[src/rtl/lsu_mc_if.sv]
// Request/response/memory-bus bundle for the lsu_mc load/store unit.
// Every handshake here moves data on a cycle where valid=1 and ready=1; valid never waits for ready.
interface lsu_mc_if #(
    parameter int XLEN   = 32,
    parameter int ADDR_W = 32
);
    logic              req_valid;
    logic              req_ready;
    logic              req_we;
    logic [2:0]        req_op;
    logic [ADDR_W-1:0] req_addr;
    logic [XLEN-1:0]   req_wdata;

    logic              rsp_valid;
    logic              rsp_ready;
    logic [XLEN-1:0]   rsp_rdata;
    logic              rsp_err;

    logic              mem_valid;
    logic              mem_ready;
    logic              mem_we;
    logic [ADDR_W-1:0] mem_addr;
    logic [XLEN-1:0]   mem_wdata;
    logic [XLEN/8-1:0] mem_wstrb;
    logic              mem_rvalid;
    logic [XLEN-1:0]   mem_rdata;

    modport slave (
        input  req_valid, req_we, req_op, req_addr, req_wdata,
        input  rsp_ready, mem_ready, mem_rvalid, mem_rdata,
        output req_ready, rsp_valid, rsp_rdata, rsp_err,
        output mem_valid, mem_we, mem_addr, mem_wdata, mem_wstrb
    );

    modport master (
        output req_valid, req_we, req_op, req_addr, req_wdata,
        output rsp_ready, mem_ready, mem_rvalid, mem_rdata,
        input  req_ready, rsp_valid, rsp_rdata, rsp_err,
        input  mem_valid, mem_we, mem_addr, mem_wdata, mem_wstrb
    );
endinterface

[src/rtl/lsu_mc.sv]
// Multi-cycle load/store unit: one request at a time, lane steering to a word bus,
// load extension, alignment/legality checks and an optional read-data timeout.
module lsu_mc #(
    parameter int XLEN    = 32,
    parameter int ADDR_W  = 32,
    parameter int TIMEOUT = 0
) (
    input  logic       clk,
    input  logic       rst,
    lsu_mc_if.slave    bus,
    output logic [1:0] dbg_state
);
    localparam int NB      = XLEN / 8;
    localparam int OFF_W   = $clog2(NB);
    localparam int CNT_W   = (TIMEOUT > 1) ? $clog2(TIMEOUT) : 1;
    localparam int TO_LAST = (TIMEOUT > 0) ? TIMEOUT - 1 : 0;

    localparam logic [1:0] S_IDLE   = 2'd0;
    localparam logic [1:0] S_REQ    = 2'd1;
    localparam logic [1:0] S_WAIT_R = 2'd2;
    localparam logic [1:0] S_RESP   = 2'd3;

    logic [1:0]        state_q, state_d;
    logic [2:0]        op_q, op_d;
    logic              we_q, we_d;
    logic [ADDR_W-1:0] addr_q, addr_d;
    logic [XLEN-1:0]   wdata_q, wdata_d;
    logic [XLEN-1:0]   rdata_q, rdata_d;
    logic              err_q, err_d;
    logic [CNT_W-1:0]  cnt_q, cnt_d;

    logic [OFF_W-1:0]  req_off, req_amask;
    logic              req_illegal, req_bad;
    logic [OFF_W-1:0]  off;
    logic [OFF_W+2:0]  bit_off;
    logic [NB-1:0]     strb_base;
    logic [XLEN-1:0]   lane_rdata, lmask, load_data;
    logic              sbit, timeout_hit;

    // Decode of the incoming request, used only at acceptance.
    always_comb begin
        req_off     = bus.req_addr[OFF_W-1:0];
        req_amask   = OFF_W'((4'd1 << bus.req_op[1:0]) - 4'd1);
        req_illegal = (bus.req_op == 3'b111) || (bus.req_we && bus.req_op[2]) ||
                      ((XLEN == 32) && ((bus.req_op == 3'b011) || (bus.req_op == 3'b110)));
        req_bad     = req_illegal || (|(req_off & req_amask));
    end

    always_comb begin
        off     = addr_q[OFF_W-1:0];
        bit_off = {off, 3'b000};
        case (op_q[1:0])
            2'd0:    begin strb_base = NB'(1);       lmask = XLEN'(8'hFF);         end
            2'd1:    begin strb_base = NB'(2'b11);   lmask = XLEN'(16'hFFFF);      end
            2'd2:    begin strb_base = NB'(4'b1111); lmask = XLEN'(32'hFFFF_FFFF); end
            default: begin strb_base = '1;           lmask = '1;                   end
        endcase
        lane_rdata = bus.mem_rdata >> bit_off;
        case (op_q[1:0])
            2'd0:    sbit = lane_rdata[7];
            2'd1:    sbit = lane_rdata[15];
            2'd2:    sbit = lane_rdata[31];
            default: sbit = 1'b0;
        endcase
        // op[2] marks the unsigned loads; everything else sign-extends from the top loaded bit.
        load_data   = (lane_rdata & lmask) | ((sbit && !op_q[2]) ? ~lmask : '0);
        timeout_hit = (TIMEOUT > 0) && (cnt_q == CNT_W'(TO_LAST));
    end

    always_comb begin
        state_d = state_q;
        op_d    = op_q;
        we_d    = we_q;
        addr_d  = addr_q;
        wdata_d = wdata_q;
        rdata_d = rdata_q;
        err_d   = err_q;
        cnt_d   = cnt_q;
        case (state_q)
            S_IDLE: begin
                if (bus.req_valid) begin
                    op_d    = bus.req_op;
                    we_d    = bus.req_we;
                    addr_d  = bus.req_addr;
                    wdata_d = bus.req_wdata;
                    rdata_d = '0;
                    err_d   = req_bad;
                    state_d = req_bad ? S_RESP : S_REQ;
                end
            end
            S_REQ: begin
                if (bus.mem_ready) begin
                    cnt_d   = '0;
                    state_d = we_q ? S_RESP : S_WAIT_R;
                end
            end
            S_WAIT_R: begin
                cnt_d = cnt_q + CNT_W'(1);
                // A timeout wins even when read data shows up on the same cycle.
                if (timeout_hit) begin
                    err_d   = 1'b1;
                    rdata_d = '0;
                    state_d = S_RESP;
                end else if (bus.mem_rvalid) begin
                    rdata_d = load_data;
                    state_d = S_RESP;
                end
            end
            default: begin
                if (bus.rsp_ready) state_d = S_IDLE;
            end
        endcase
    end

    always_ff @(posedge clk or posedge rst) begin
        if (rst) begin
            state_q <= S_IDLE;
            op_q    <= '0;
            we_q    <= 1'b0;
            addr_q  <= '0;
            wdata_q <= '0;
            rdata_q <= '0;
            err_q   <= 1'b0;
            cnt_q   <= '0;
        end else begin
            state_q <= state_d;
            op_q    <= op_d;
            we_q    <= we_d;
            addr_q  <= addr_d;
            wdata_q <= wdata_d;
            rdata_q <= rdata_d;
            err_q   <= err_d;
            cnt_q   <= cnt_d;
        end
    end

    // Bus fields come only from registered request state, so they cannot move while mem_valid=1.
    assign bus.req_ready = (state_q == S_IDLE);
    assign bus.mem_valid = (state_q == S_REQ);
    assign bus.mem_we    = (state_q == S_REQ) && we_q;
    assign bus.mem_addr  = (state_q == S_REQ) ? {addr_q[ADDR_W-1:OFF_W], {OFF_W{1'b0}}} : '0;
    assign bus.mem_wdata = ((state_q == S_REQ) && we_q) ? (wdata_q << bit_off) : '0;
    assign bus.mem_wstrb = ((state_q == S_REQ) && we_q) ? (strb_base << off) : '0;
    assign bus.rsp_valid = (state_q == S_RESP);
    assign bus.rsp_rdata = (state_q == S_RESP) ? rdata_q : '0;
    assign bus.rsp_err   = (state_q == S_RESP) && err_q;
    assign dbg_state     = state_q;
endmodule

[src/flat_wrapper.sv]
// flat-port wrapper written by rule: the top's interface ports become plain ports
module lsu_mc_flat 
#(
    parameter int XLEN    = 32,
    parameter int ADDR_W  = 32,
    parameter int TIMEOUT = 0
)
  (clk, rst, dbg_state, bus_req_valid, bus_req_we, bus_req_op, bus_req_addr, bus_req_wdata, bus_rsp_ready, bus_mem_ready, bus_mem_rvalid, bus_mem_rdata, bus_req_ready, bus_rsp_valid, bus_rsp_rdata, bus_rsp_err, bus_mem_valid, bus_mem_we, bus_mem_addr, bus_mem_wdata, bus_mem_wstrb);
  lsu_mc_if #(.XLEN(XLEN), .ADDR_W(ADDR_W)) bus_i ();
  input  logic clk;
  input  logic rst;
  output logic [1:0] dbg_state;
  input wire logic [$bits(bus_i.req_valid)-1:0] bus_req_valid;
  input wire logic [$bits(bus_i.req_we)-1:0] bus_req_we;
  input wire logic [$bits(bus_i.req_op)-1:0] bus_req_op;
  input wire logic [$bits(bus_i.req_addr)-1:0] bus_req_addr;
  input wire logic [$bits(bus_i.req_wdata)-1:0] bus_req_wdata;
  input wire logic [$bits(bus_i.rsp_ready)-1:0] bus_rsp_ready;
  input wire logic [$bits(bus_i.mem_ready)-1:0] bus_mem_ready;
  input wire logic [$bits(bus_i.mem_rvalid)-1:0] bus_mem_rvalid;
  input wire logic [$bits(bus_i.mem_rdata)-1:0] bus_mem_rdata;
  output wire logic [$bits(bus_i.req_ready)-1:0] bus_req_ready;
  output wire logic [$bits(bus_i.rsp_valid)-1:0] bus_rsp_valid;
  output wire logic [$bits(bus_i.rsp_rdata)-1:0] bus_rsp_rdata;
  output wire logic [$bits(bus_i.rsp_err)-1:0] bus_rsp_err;
  output wire logic [$bits(bus_i.mem_valid)-1:0] bus_mem_valid;
  output wire logic [$bits(bus_i.mem_we)-1:0] bus_mem_we;
  output wire logic [$bits(bus_i.mem_addr)-1:0] bus_mem_addr;
  output wire logic [$bits(bus_i.mem_wdata)-1:0] bus_mem_wdata;
  output wire logic [$bits(bus_i.mem_wstrb)-1:0] bus_mem_wstrb;
  assign bus_i.req_valid = bus_req_valid;
  assign bus_i.req_we = bus_req_we;
  assign bus_i.req_op = bus_req_op;
  assign bus_i.req_addr = bus_req_addr;
  assign bus_i.req_wdata = bus_req_wdata;
  assign bus_i.rsp_ready = bus_rsp_ready;
  assign bus_i.mem_ready = bus_mem_ready;
  assign bus_i.mem_rvalid = bus_mem_rvalid;
  assign bus_i.mem_rdata = bus_mem_rdata;
  assign bus_req_ready = bus_i.req_ready;
  assign bus_rsp_valid = bus_i.rsp_valid;
  assign bus_rsp_rdata = bus_i.rsp_rdata;
  assign bus_rsp_err = bus_i.rsp_err;
  assign bus_mem_valid = bus_i.mem_valid;
  assign bus_mem_we = bus_i.mem_we;
  assign bus_mem_addr = bus_i.mem_addr;
  assign bus_mem_wdata = bus_i.mem_wdata;
  assign bus_mem_wstrb = bus_i.mem_wstrb;
  lsu_mc #(.XLEN(XLEN), .ADDR_W(ADDR_W), .TIMEOUT(TIMEOUT)) u_core (.clk(clk), .rst(rst), .bus(bus_i), .dbg_state(dbg_state));
endmodule
[config.mk]
export PLATFORM = sky130hd
export DESIGN_NAME = lsu_mc_flat
export DESIGN_NICKNAME = d
export VERILOG_FILES = /design/src/rtl/lsu_mc_if.sv /design/src/rtl/lsu_mc.sv /design/src/flat_wrapper.sv
export SDC_FILE = /design/constraint.sdc
export NUM_CORES = 1
export LEC_CHECK = 0
export CORE_MARGIN = 2
export CORE_UTILIZATION = 30
export CTS_BUF_LIST = sky130_fd_sc_hd__clkbuf_16
export DETAILED_ROUTE_END_ITERATION = 10
export MAX_ROUTING_LAYER = met4
export RECOVER_POWER = 100
export SYNTH_ARGS = -nofsm -noshare
export SYNTH_HDL_FRONTEND = slang
export SYNTH_SLANG_ARGS = --single-unit
export TNS_END_PERCENT = 100
[constraint.sdc]
create_clock -name clk -period 4.2 [get_ports clk]
set_input_delay 0.84 -clock clk [delete_from_list [all_inputs] [get_ports clk]]
set_output_delay 0.84 -clock clk [all_outputs]
set_load 0.03 [all_outputs]
==> tab_implementation.tex, run 1 <==
\begin{tabular}{lr}
\hline
Metric & Value \\
\hline
\multicolumn{2}{l}{\textbf{Yosys}} \\
Count of synthesis-stage warnings from yosys & 0 \\
Cell type with the largest total area after synthesis & dfrtp\_1 \\
Cell count after synthesis & 504 \\
Combined area of all synthesized cells & 0.00551 sq mm \\
EDFF count, synth & 0 \\
Post-synthesis cell type count & 39 \\
Most area-consuming cells after synthesis & dfrtp\_1, mux2\_2, and2\_1, mux2i\_1, a221o\_1 \\
Prevailing post-synth register cell & dfrtp\_1 \\
Synthesized area per cell & 10.9 sq um \\
Post-synthesis register bit count & 103 \\
Fraction of post-synthesis cell area in the top cell type by area & 46.8\% \\
Share of async-settable or async-resettable flops after synthesis & 100\% \\
Register area share after synthesis & 46.8\% \\
\multicolumn{2}{l}{\textbf{Drt}} \\
Total via count after detailed routing & 4656 \\
Routed wire length & 16900 um \\
Final routed wire length divided by cell count & 18.1 um \\
Count of TritonRoute iterations in the first routing pass & 4 \\
DRT iter0 DRCs & 237 \\
Number of vias per cell after detailed routing & 4.99 \\
Routed Antenna Nets & 0 \\
Residual DRC & 0 \\
\multicolumn{2}{l}{\textbf{Global route}} \\
Maximum number of pins on one net before global-route repair & 88 \\
Overall fraction of global-route tracks in use & 17.8\% \\
Number of global-route vias before repair & 4894 \\
Global-route wire length before repair & 26800 um \\
Number of antenna violations at the first check in global routing & 2 \\
Global route total overflow & 0 \\
\multicolumn{2}{l}{\textbf{Clock tree}} \\
Number of H-tree levels & 3 \\
Clock latency of the later-clocked register in the worst-skew pair & 0.34 ns \\
Post-CTS setup-driven buffer insertion count & 0 \\
CTS Buf Count & 9 \\
Post-CTS sizing & 0 \\
CTS tree & built \\
Worst-path clk slew & 0.07 ns \\
Maximum buffer depth of the clock tree & 2 \\
Number of clock sinks & 103 \\
Number of buffers inserted by hold repair at cts & 0 \\
Clk Tree Root Cell & clkbuf\_16 \\
\multicolumn{2}{l}{\textbf{Placed design}} \\
GPL Wtd Cong & 0.874 \\
Total placed instance area & 0.00778 sq mm \\
HPWL reported at the end of detailed placement & 12200 um \\
Worst setup slack before clock tree synthesis & 1.03 ns \\
I/O Buffers & 210 \\
\multicolumn{2}{l}{\textbf{STA}} \\
Total setup violations reported at the end of the flow & 0 \\
Setup Skew & 0.00850 ns \\
Time the worst path needs with I/O delays and setup & 3.74 ns \\
Slew @ Worst Pin & 1.85 ns \\
Post-route clock period utilization & 89.0\% \\
Slack of the critical path & 0.463 ns \\
Max Transition Viols Final & 159 \\
Setup Total Neg Slack & 0 ns \\
Final count of hold timing violations & 0 \\
Slew headroom & -23.5\% \\
Unrepaired setup endpoints after global routing & no \\
Max Clk Rate & 268 MHz \\
\multicolumn{2}{l}{\textbf{Floorplanning}} \\
Boundary Pins & 213 \\
Die boundary height & 140 um \\
Die area & 0.0195 sq mm \\
Standard-cell rows & 49 \\
Area of the core region & 0.0180 sq mm \\
Width of the chip & 140 um \\
Starting density of the core & 30.7\% \\
\multicolumn{2}{l}{\textbf{Critical path}} \\
Category of the worst setup path capture point & primary output \\
Critical R2R Launch & u\_core.dbg\_state[0] \\
Source of the critical timing path & u\_core.dbg\_state[0] \\
Worst Path Required & 3.36 ns \\
Startpoint-to-endpoint class of the critical path & flop to primary output \\
Critical path launch point type & flop \\
Peak fanout along the critical path & 27 \\
Arrival @ worst endpoint & 2.90 ns \\
\multicolumn{2}{l}{\textbf{Outcome}} \\
Outcome & complete, but fails checks \\
Violations in the final reports & max-capacitance violations, max-slew violations \\
\multicolumn{2}{l}{\textbf{Cells and area}} \\
Final-stage net count & 808 \\
Share of final-layout standard cells stronger than drive strength 1 & 17.2\% \\
Relative area change from synthesis to final layout & 45.6\% \\
Post-route design area & 0.00802 sq mm \\
\multicolumn{2}{l}{\textbf{Hold path}} \\
Worst min-delay path category & flop to flop \\
Startpoint of the lowest-slack hold path & u\_core.rdata\_q[3] \\
\multicolumn{2}{l}{\textbf{Pwr}} \\
Maximum resistive drop on vdd & 0.370 mV \\
Leakage & 3.63 nW \\
PwrDens & 699 mW/mm\^{}2 \\
\multicolumn{2}{l}{\textbf{Run}} \\
Maximum Capacitance Violations & 2 \\
\hline
\end{tabular}
==> kinds of logic (layout without fill, tap and decap cells) <==
family	Yosys count	count (layout)	share of synthesized area, %
flip-flops	103	103	46.8
AND/OR/NAND/NOR	162	162	15.9
buffers and inverters	43	241	3.43
other	1	4	0.0681
multiplexers	110	110	22.2
adder cells (fa/ha/maj)	4	4	0.908
AO/OA/AOI/OAI	81	81	10.7
==> cell type report <==
cell class	instances	area, sq um
fillers	1676	9940
multi-input cells	359	2750
flip-flops and latches	103	2580
repair buffers	218	2060
well taps	229	287
clock buffers	9	225
clock inverters	7	88.8
inverters	7	26.3
diodes	2	5.00
==> worst max-delay path: stages (launching register included) <==
cell and delay (ns):
dfrtp_1 0.42, ha_1 0.43, clkbuf_1 0.70, and2_1 0.25, dlygate4sd3_1 0.75
==> cell usage after synthesis, drive strengths merged (2+ instances only) <==
cell,number
ha,4
nor2,43
nand2,23
inv,7
buf,17
a221o,17
nor4b,2
and2,71
a211o,6
nand4,2
dfrtp,103
a22o,3
a211oi,16
mux2,84
o21ai,11
nor2b,9
a21oi,23
nand2b,2
mux2i,25
nor3,5
clkbuf,19
==> through the flow <==
| step | hold slack (ns) | total power (W) | utilization (%) | instances |
|---|---|---|---|---|
| after floorplan | 0.439 | 0.00381 | - | 505 |
| after detailed placement | 0.466 | 0.00486 | 43.3 | 916 |
| final | 0.473 | 0.00561 | 44.7 | 934 |
| after global routing | 0.512 | 0.00599 | 44.7 | 934 |
| after CTS | 0.481 | 0.00578 | 45.1 | 932 |
| after global placement | 0.461 | 0.00479 | 43.3 | 916 |
==> path summary, 6_finish.rpt <==
path | slack (ns) | depth (start not counted) | end
setup / recovery | 0.46 | 4 | bus_rsp_rdata[29]
setup reg to reg | 1.46 | 6 | u_core.rdata_q[29]
hold / removal | 0.47 | 2 | u_core.rdata_q[3]
min in group asynchronous | 1.52 | 2 | u_core.addr_q[4]
hold reg to reg | 0.47 | 2 | u_core.rdata_q[3]
max in group asynchronous | 1.09 | 3 | u_core.addr_q[21]
==> power by group <==
part           switching, W  total (W)  internal [W]
registers          0.000305    0.00177       0.00147
clock network      0.000377   0.000896      0.000519
logic               0.00165    0.00294       0.00129
==> flip-flops by register name, indices dropped and copies added, names as in the netlist <==
name	flops
u_core.err_q	1
u_core.dbg_state	2
u_core.rdata_q	32
u_core.we_q	1
u_core.addr_q	32
u_core.op_q	3
u_core.wdata_q	32
==> placed cells by master, fill, tap and decap left out, types with 2 or more instances in the layout <==
cell               n
nor2b_1            9
nand2b_1           2
nand4_1            2
nor2_1            43
conb_1             2
clkbuf_16          9
a221o_1           17
dlygate4sd3_1     87
dfrtp_2            2
clkbuf_1          14
mux2i_1           25
a21oi_1           23
a211o_1            6
bufinv_16          2
and2_1            63
a22o_1             3
o21ai_0           11
clkdlybuf4s50_1  105
mux2_2            83
dfrtp_1          101
a211oi_1          16
nor3_1             5
ha_1               4
diode_2            2
inv_1              7
nand2_1           22
buf_4             11
and2_0             8
==> metal layers <==
metal	GRT usage, %	wire [um]	vias up
met5	-	0	-
met4	5.37	473	0
met3	6.37	1470	28
met2	28.3	7870	198
met1	21.4	7070	2266
li1	-	-	2164
Power figures use the tool's default switching activity.
==> run 2, diff against run 1 <==
- CORE_MARGIN: 2 -> not set
==> run 2 against run 1 <==
Critical path depth did not move. Global-route usage rose by 0.68 points. Non-clock buffer count did not move. Power rose by 0.38%. Largest cell class unchanged. Clock power rose by 2.2%. Via count fell by 1.4%. Final area barely moved. First-iteration DRC count fell by 31%. Core utilization barely moved. The flow still finishes with violations (max-capacitance violations, max-slew violations). Routed wire length fell by 1.4%. Flip-flop and latch count did not move. Critical endpoint is now bus_rsp_rdata[24].
==> tab_implementation.tex, run 2 (synthesis gave the netlist of run 1 again) <==
\begin{tabular}{lr}
\hline
Metric & Value \\
\hline
\multicolumn{2}{l}{\textbf{Floorplanning}} \\
Width of the chip & 138 um \\
Boundary Pins & 213 \\
Die area & 0.0189 sq mm \\
Area of the core region & 0.0180 sq mm \\
Starting density of the core & 30.7\% \\
Die boundary height & 138 um \\
Standard-cell rows & 49 \\
\multicolumn{2}{l}{\textbf{Global route}} \\
Overall fraction of global-route tracks in use & 18.5\% \\
Global route total overflow & 0 \\
Global-route wire length before repair & 25700 um \\
Number of global-route vias before repair & 4811 \\
Maximum number of pins on one net before global-route repair & 72 \\
Number of antenna violations at the first check in global routing & 0 \\
\multicolumn{2}{l}{\textbf{Clock tree}} \\
Post-CTS setup-driven buffer insertion count & 0 \\
Post-CTS sizing & 0 \\
Worst-path clk slew & 0.07 ns \\
Clk Tree Root Cell & clkbuf\_16 \\
Number of H-tree levels & 3 \\
Clock latency of the later-clocked register in the worst-skew pair & 0.35 ns \\
CTS tree & built \\
Maximum buffer depth of the clock tree & 2 \\
CTS Buf Count & 9 \\
Number of buffers inserted by hold repair at cts & 0 \\
Number of clock sinks & 103 \\
\multicolumn{2}{l}{\textbf{STA}} \\
Max Transition Viols Final & 71 \\
Max Clk Rate & 268 MHz \\
Worst hold margin & 0.477 ns \\
Slew headroom & -11.8\% \\
Final count of hold timing violations & 0 \\
Unrepaired setup endpoints after global routing & no \\
Slew @ Worst Pin & 1.67 ns \\
Slack of the critical path & 0.470 ns \\
Setup Total Neg Slack & 0 ns \\
Total setup violations reported at the end of the flow & 0 \\
Post-route clock period utilization & 88.8\% \\
Setup Skew & 0.00780 ns \\
Time the worst path needs with I/O delays and setup & 3.73 ns \\
\multicolumn{2}{l}{\textbf{Critical path}} \\
Count of buffering cells on the critical path with inverters included & 2 \\
CP Cell Sequence & ha\_1 -> clkbuf\_1 -> and2\_1 -> dlygate4sd3\_1 \\
Critical path launch point type & flop \\
Longest individual stage delay on the worst path & 0.90 ns \\
Arrival @ worst endpoint & 2.89 ns \\
CP delay by family, top & buffers and inverters \\
Crit-path slowest cell & clkbuf\_1 \\
Peak fanout along the critical path & 36 \\
Category of the worst setup path capture point & primary output \\
Worst Path Required & 3.36 ns \\
Startpoint-to-endpoint class of the critical path & flop to primary output \\
\multicolumn{2}{l}{\textbf{Outcome}} \\
Violations in the final reports & max-capacitance violations, max-slew violations \\
Outcome & complete, but fails checks \\
\multicolumn{2}{l}{\textbf{Placed design}} \\
Worst setup slack before clock tree synthesis & 0.997 ns \\
HPWL reported at the end of detailed placement & 12100 um \\
GPL Wtd Cong & 0.850 \\
I/O Buffers & 210 \\
\multicolumn{2}{l}{\textbf{Pwr}} \\
PwrDens & 701 mW/mm\^{}2 \\
Power consumption & 0.00563 W \\
Maximum resistive drop on vdd & 0.278 mV \\
Leakage & 3.64 nW \\
\multicolumn{2}{l}{\textbf{Cells and area}} \\
Most frequent standard cell in the layout excluding fill and tap cells & clkdlybuf4s50\_1 \\
Fill count & 1730 \\
Top flop regs & u\_core.addr\_q (32), u\_core.rdata\_q (32), u\_core.wdata\_q (32) \\
Share of final-layout standard cells stronger than drive strength 1 & 17.8\% \\
Commonest non-fill, non-tap cells in the layout & clkdlybuf4s50\_1, dfrtp\_1, dlygate4sd3\_1, mux2\_2, and2\_1 \\
Final-stage net count & 808 \\
Antenna cells & 0 \\
Relative area change from synthesis to final layout & 45.8\% \\
\multicolumn{2}{l}{\textbf{Drt}} \\
Count of TritonRoute iterations in the first routing pass & 4 \\
Number of vias per cell after detailed routing & 4.93 \\
Residual DRC & 0 \\
Total via count after detailed routing & 4591 \\
Final routed wire length divided by cell count & 17.9 um \\
Routed wire length & 16600 um \\
Routed Antenna Nets & 0 \\
DRT iter0 DRCs & 163 \\
\multicolumn{2}{l}{\textbf{Run}} \\
Maximum Capacitance Violations & 2 \\
\multicolumn{2}{l}{\textbf{Hold path}} \\
Worst min-delay path category & flop to flop \\
\hline
\end{tabular}
run 2: metal layers:
metal	vias up	track usage, %	wire length (um)
met5	-	-	0
met4	0	7.63	462
met3	25	4.16	1260
met2	177	29.2	7940
met1	2229	22.8	6990
li1	2160	-	-
run 2: final timing paths:
check | startpoint | to | slack (ns) | depth (start not counted)
setup / recovery | u_core.dbg_state[0] | bus_rsp_rdata[24] | 0.47 | 4
hold / removal | u_core.err_q | u_core.err_q | 0.48 | 2
setup reg to reg | u_core.dbg_state[0] | u_core.rdata_q[26] | 1.50 | 6
hold reg to reg | u_core.err_q | u_core.err_q | 0.48 | 2
max in group asynchronous | rst | u_core.rdata_q[29] | 1.25 | 3
min in group asynchronous | rst | u_core.addr_q[17] | 1.39 | 2
run 2: cell type report:
class                   instances  area [sq um]  area share (%)
clock inverters                 7          96.3            1.20
multi-input cells             359          2750            34.2
repair buffers                218          2070            25.8
flip-flops and latches        103          2580            32.1
inverters                       7          26.3           0.327
clock buffers                   9           225            2.80
well taps                     229           287            3.57
run 2: where the power goes:
group,internal [W],switching [W]
logic,0.00128,0.00165
clock network,0.000525,0.000391
registers,0.00147,0.000311
total,0.00328,0.00235
run 2: per-stage QoR:
step	cells	area [sq um]	util, %
after floorplan	505	5510	-
after global placement	916	7790	43.4
after detailed placement	916	7790	43.4
after CTS	932	8110	45.2
after global routing	932	8030	44.7
final	932	8030	44.7
run 2: worst register-to-register path: cells and delay by family, from the launching register on:
| kind | cells | cell delay, ns |
|---|---|---|
| fa+ha+maj | 1 | 0.31 |
| flops | 1 | 0.43 |
| buf+inv | 2 | 1.17 |
| compound gates | 2 | 0.49 |
| simple gates | 1 | 0.23 |
==> run 3, diff against run 2 <==
- CORE_ASPECT_RATIO: not set -> 1.4
==> run 3 against run 2 <==
The flow still finishes with violations (max-capacitance violations, max-slew violations). Global-route usage is 0.63 points higher. Worst setup slack worse by 0.13 ns. Core utilization fell by 0.35 points. Sequential power increased by 6%. Hold slack is essentially flat. Non-clock buffer count down 1. Clock skew rose by 0.00081 ns. Routed wire length rose by 2.6%. Critical path depth rose by 2. Clock power shrank 9.2%. Register-to-register slack lost 0.65 ns. Sequential share of layout area grew 0.19 points.
==> tab_implementation.tex, run 3 (synthesis gave the netlist of run 1 again) <==
\begin{tabular}{lr}
\hline
Metric & Value \\
\hline
\multicolumn{2}{l}{\textbf{Clock tree}} \\
Number of buffers inserted by hold repair at cts & 0 \\
Post-CTS sizing & 0 \\
Maximum buffer depth of the clock tree & 2 \\
Clock latency of the later-clocked register in the worst-skew pair & 0.34 ns \\
Number of H-tree levels & 3 \\
Number of clock sinks & 103 \\
Worst-path clk slew & 0.07 ns \\
CTS tree & built \\
Post-CTS setup-driven buffer insertion count & 0 \\
CTS Buf Count & 9 \\
Clk Tree Root Cell & clkbuf\_16 \\
\multicolumn{2}{l}{\textbf{Drt}} \\
Routed wire length & 17100 um \\
Number of vias per cell after detailed routing & 4.86 \\
Residual DRC & 0 \\
Routed Antenna Nets & 0 \\
Final routed wire length divided by cell count & 18.1 um \\
Count of TritonRoute iterations in the first routing pass & 4 \\
Total via count after detailed routing & 4571 \\
DRT iter0 DRCs & 216 \\
\multicolumn{2}{l}{\textbf{Global route}} \\
Number of global-route vias before repair & 4926 \\
Met2 routing resource usage after global routing & 32.0\% \\
Global route total overflow & 0 \\
Maximum number of pins on one net before global-route repair & 86 \\
Met3 demand-to-capacity share in global routing & 3.09\% \\
Number of antenna violations at the first check in global routing & 0 \\
Most Used Layer, Global Route & met2 \\
Global-route wire length before repair & 26700 um \\
Global routing usage on met1 & 22.3\% \\
Overall fraction of global-route tracks in use & 19.2\% \\
\multicolumn{2}{l}{\textbf{STA}} \\
Slew headroom & -23.7\% \\
Total setup violations reported at the end of the flow & 0 \\
Max Transition Viols Final & 157 \\
Unrepaired setup endpoints after global routing & no \\
Post-route clock period utilization & 92.0\% \\
Slew @ Worst Pin & 1.86 ns \\
Setup Skew & 0.00861 ns \\
Final count of hold timing violations & 0 \\
Max Clk Rate & 259 MHz \\
Setup Total Neg Slack & 0 ns \\
Time the worst path needs with I/O delays and setup & 3.86 ns \\
\multicolumn{2}{l}{\textbf{Cells and area}} \\
Final-stage net count & 807 \\
Most frequent standard cell in the layout excluding fill and tap cells & clkdlybuf4s50\_1 \\
Final core area utilization & 44.4\% \\
Top flop regs & u\_core.addr\_q (32), u\_core.rdata\_q (32), u\_core.wdata\_q (32) \\
Fill count & 1766 \\
Relative area change from synthesis to final layout & 44.9\% \\
Antenna cells & 0 \\
Share of final-layout standard cells stronger than drive strength 1 & 16.1\% \\
Commonest non-fill, non-tap cells in the layout & clkdlybuf4s50\_1, dfrtp\_1, dlygate4sd3\_1, mux2\_2, and2\_1 \\
\multicolumn{2}{l}{\textbf{Floorplanning}} \\
Standard-cell rows & 58 \\
Starting density of the core & 30.6\% \\
Area of the core region & 0.0180 sq mm \\
Width of the chip & 117 um \\
Boundary Pins & 213 \\
Die area & 0.0189 sq mm \\
Die boundary height & 162 um \\
\multicolumn{2}{l}{\textbf{Hold path}} \\
Worst min-delay path category & flop to flop \\
\multicolumn{2}{l}{\textbf{Critical path}} \\
End of the critical path & bus\_mem\_wdata[30] \\
Arrival @ worst endpoint & 3.02 ns \\
Startpoint-to-endpoint class of the critical path & flop to primary output \\
R2r worst-path depth & 5 \\
Worst Path Required & 3.36 ns \\
Crit-path slowest cell & dlygate4sd3\_1 \\
Category of the worst setup path capture point & primary output \\
Source of the critical timing path & u\_core.dbg\_state[1] \\
Longest individual stage delay on the worst path & 0.80 ns \\
CP Cell Sequence & inv\_1 -> ha\_1 -> buf\_4 -> nand2\_1 -> a211oi\_1 -> dlygate4sd3\_1 \\
R2r endpoint & u\_core.rdata\_q[28] \\
Critical path launch point type & flop \\
Critical R2R Launch & u\_core.addr\_q[0] \\
Worst R2R Setup Slack & 0.85 ns \\
Peak fanout along the critical path & 33 \\
\multicolumn{2}{l}{\textbf{Run}} \\
Maximum Capacitance Violations & 2 \\
\multicolumn{2}{l}{\textbf{Placed design}} \\
I/O Buffers & 210 \\
GPL Wtd Cong & 0.892 \\
HPWL reported at the end of detailed placement & 12700 um \\
\multicolumn{2}{l}{\textbf{Outcome}} \\
Violations in the final reports & max-capacitance violations, max-slew violations \\
Outcome & complete, but fails checks \\
\multicolumn{2}{l}{\textbf{Pwr}} \\
Leakage & 3.62 nW \\
Maximum resistive drop on vdd & 0.299 mV \\
PwrDens & 693 mW/mm\^{}2 \\
\hline
\end{tabular}
## run 3: cell count changes in the layout (fill, tap and decap cells not counted), sizes merged
| cell | previous run | this run |
|---|---|---|
| clkdlybuf4s50 | 105 | 103 |
| dlygate4sd3 | 87 | 89 |
| clkinv | 4 | 1 |
| bufinv | 2 | 1 |
| clkbuf | 22 | 21 |
| clkinvlp | 0 | 2 |
| inv | 8 | 9 |
## run 3: metal layers
metal  vias to the layer above  part of all wire (%)
met5                         -                     0
met4                         0                   3.3
met3                        30                   3.8
met2                       145                    53
met1                      2234                    40
li1                       2162                     -
## run 3: how the worst min path moves through the flow
| stage | from | end | slack, ns | depth (start not counted) |
|---|---|---|---|---|
| after global placement | u_core.rdata_q[6] | u_core.rdata_q[6] | 0.46 | 2 |
| after CTS | u_core.rdata_q[4] | u_core.rdata_q[4] | 0.48 | 2 |
| after floorplan | u_core.rdata_q[7] | u_core.rdata_q[7] | 0.44 | 2 |
| after global routing | u_core.rdata_q[4] | u_core.rdata_q[4] | 0.50 | 2 |
| after detailed placement | u_core.rdata_q[4] | u_core.rdata_q[4] | 0.47 | 2 |
| final | u_core.rdata_q[4] | u_core.rdata_q[4] | 0.48 | 2 |
## run 3: through the flow
stage / setup slack (ns) / std cells / cell area, sq um / hold WS (ns) / total power (W)
floorplan: 0.656 / 505 / 5510 / 0.439 / 0.00381
global placement: 0.895 / 926 / 7770 / 0.463 / 0.00482
detailed placement: 0.753 / 926 / 7770 / 0.467 / 0.00487
CTS: 0.357 / 941 / 8060 / 0.484 / 0.00573
global route: 0.104 / 941 / 7980 / 0.499 / 0.00592
finish: 0.337 / 941 / 7980 / 0.478 / 0.00553
## run 3: where the power goes
| part | total (W) | switching (W) | leakage [nW] | internal (W) |
|---|---|---|---|---|
| sequential | 0.00188 | 0.000415 | 1.27 | 0.00147 |
| combinational | 0.00282 | 0.00154 | 2.21 | 0.00127 |
| clock | 0.000832 | 0.000373 | 0.139 | 0.000458 |
| total | 0.00553 | 0.00233 | 3.62 | 0.00320 |
## run 3: layout make-up
class | instances | area (sq um) | area share, %
multi-input combinational | 359 | 2730 | 34.1
sequential | 103 | 2580 | 32.3
clock buffer | 9 | 225 | 2.82
tap | 240 | 300 | 3.76
inverter | 7 | 26.3 | 0.329
timing repair buffer | 217 | 2060 | 25.9
clock inverter | 6 | 62.6 | 0.784
## run 3: critical path, delay by kind of cell (launching register included)
kind / cells / cell delay, ns
AOI/OAI and AO/OA: 1 / 0.43
adders and majority gates: 1 / 0.16
buffers and inverters: 3 / 1.17
DFF: 1 / 0.42
and+or+nand+nor: 1 / 0.50
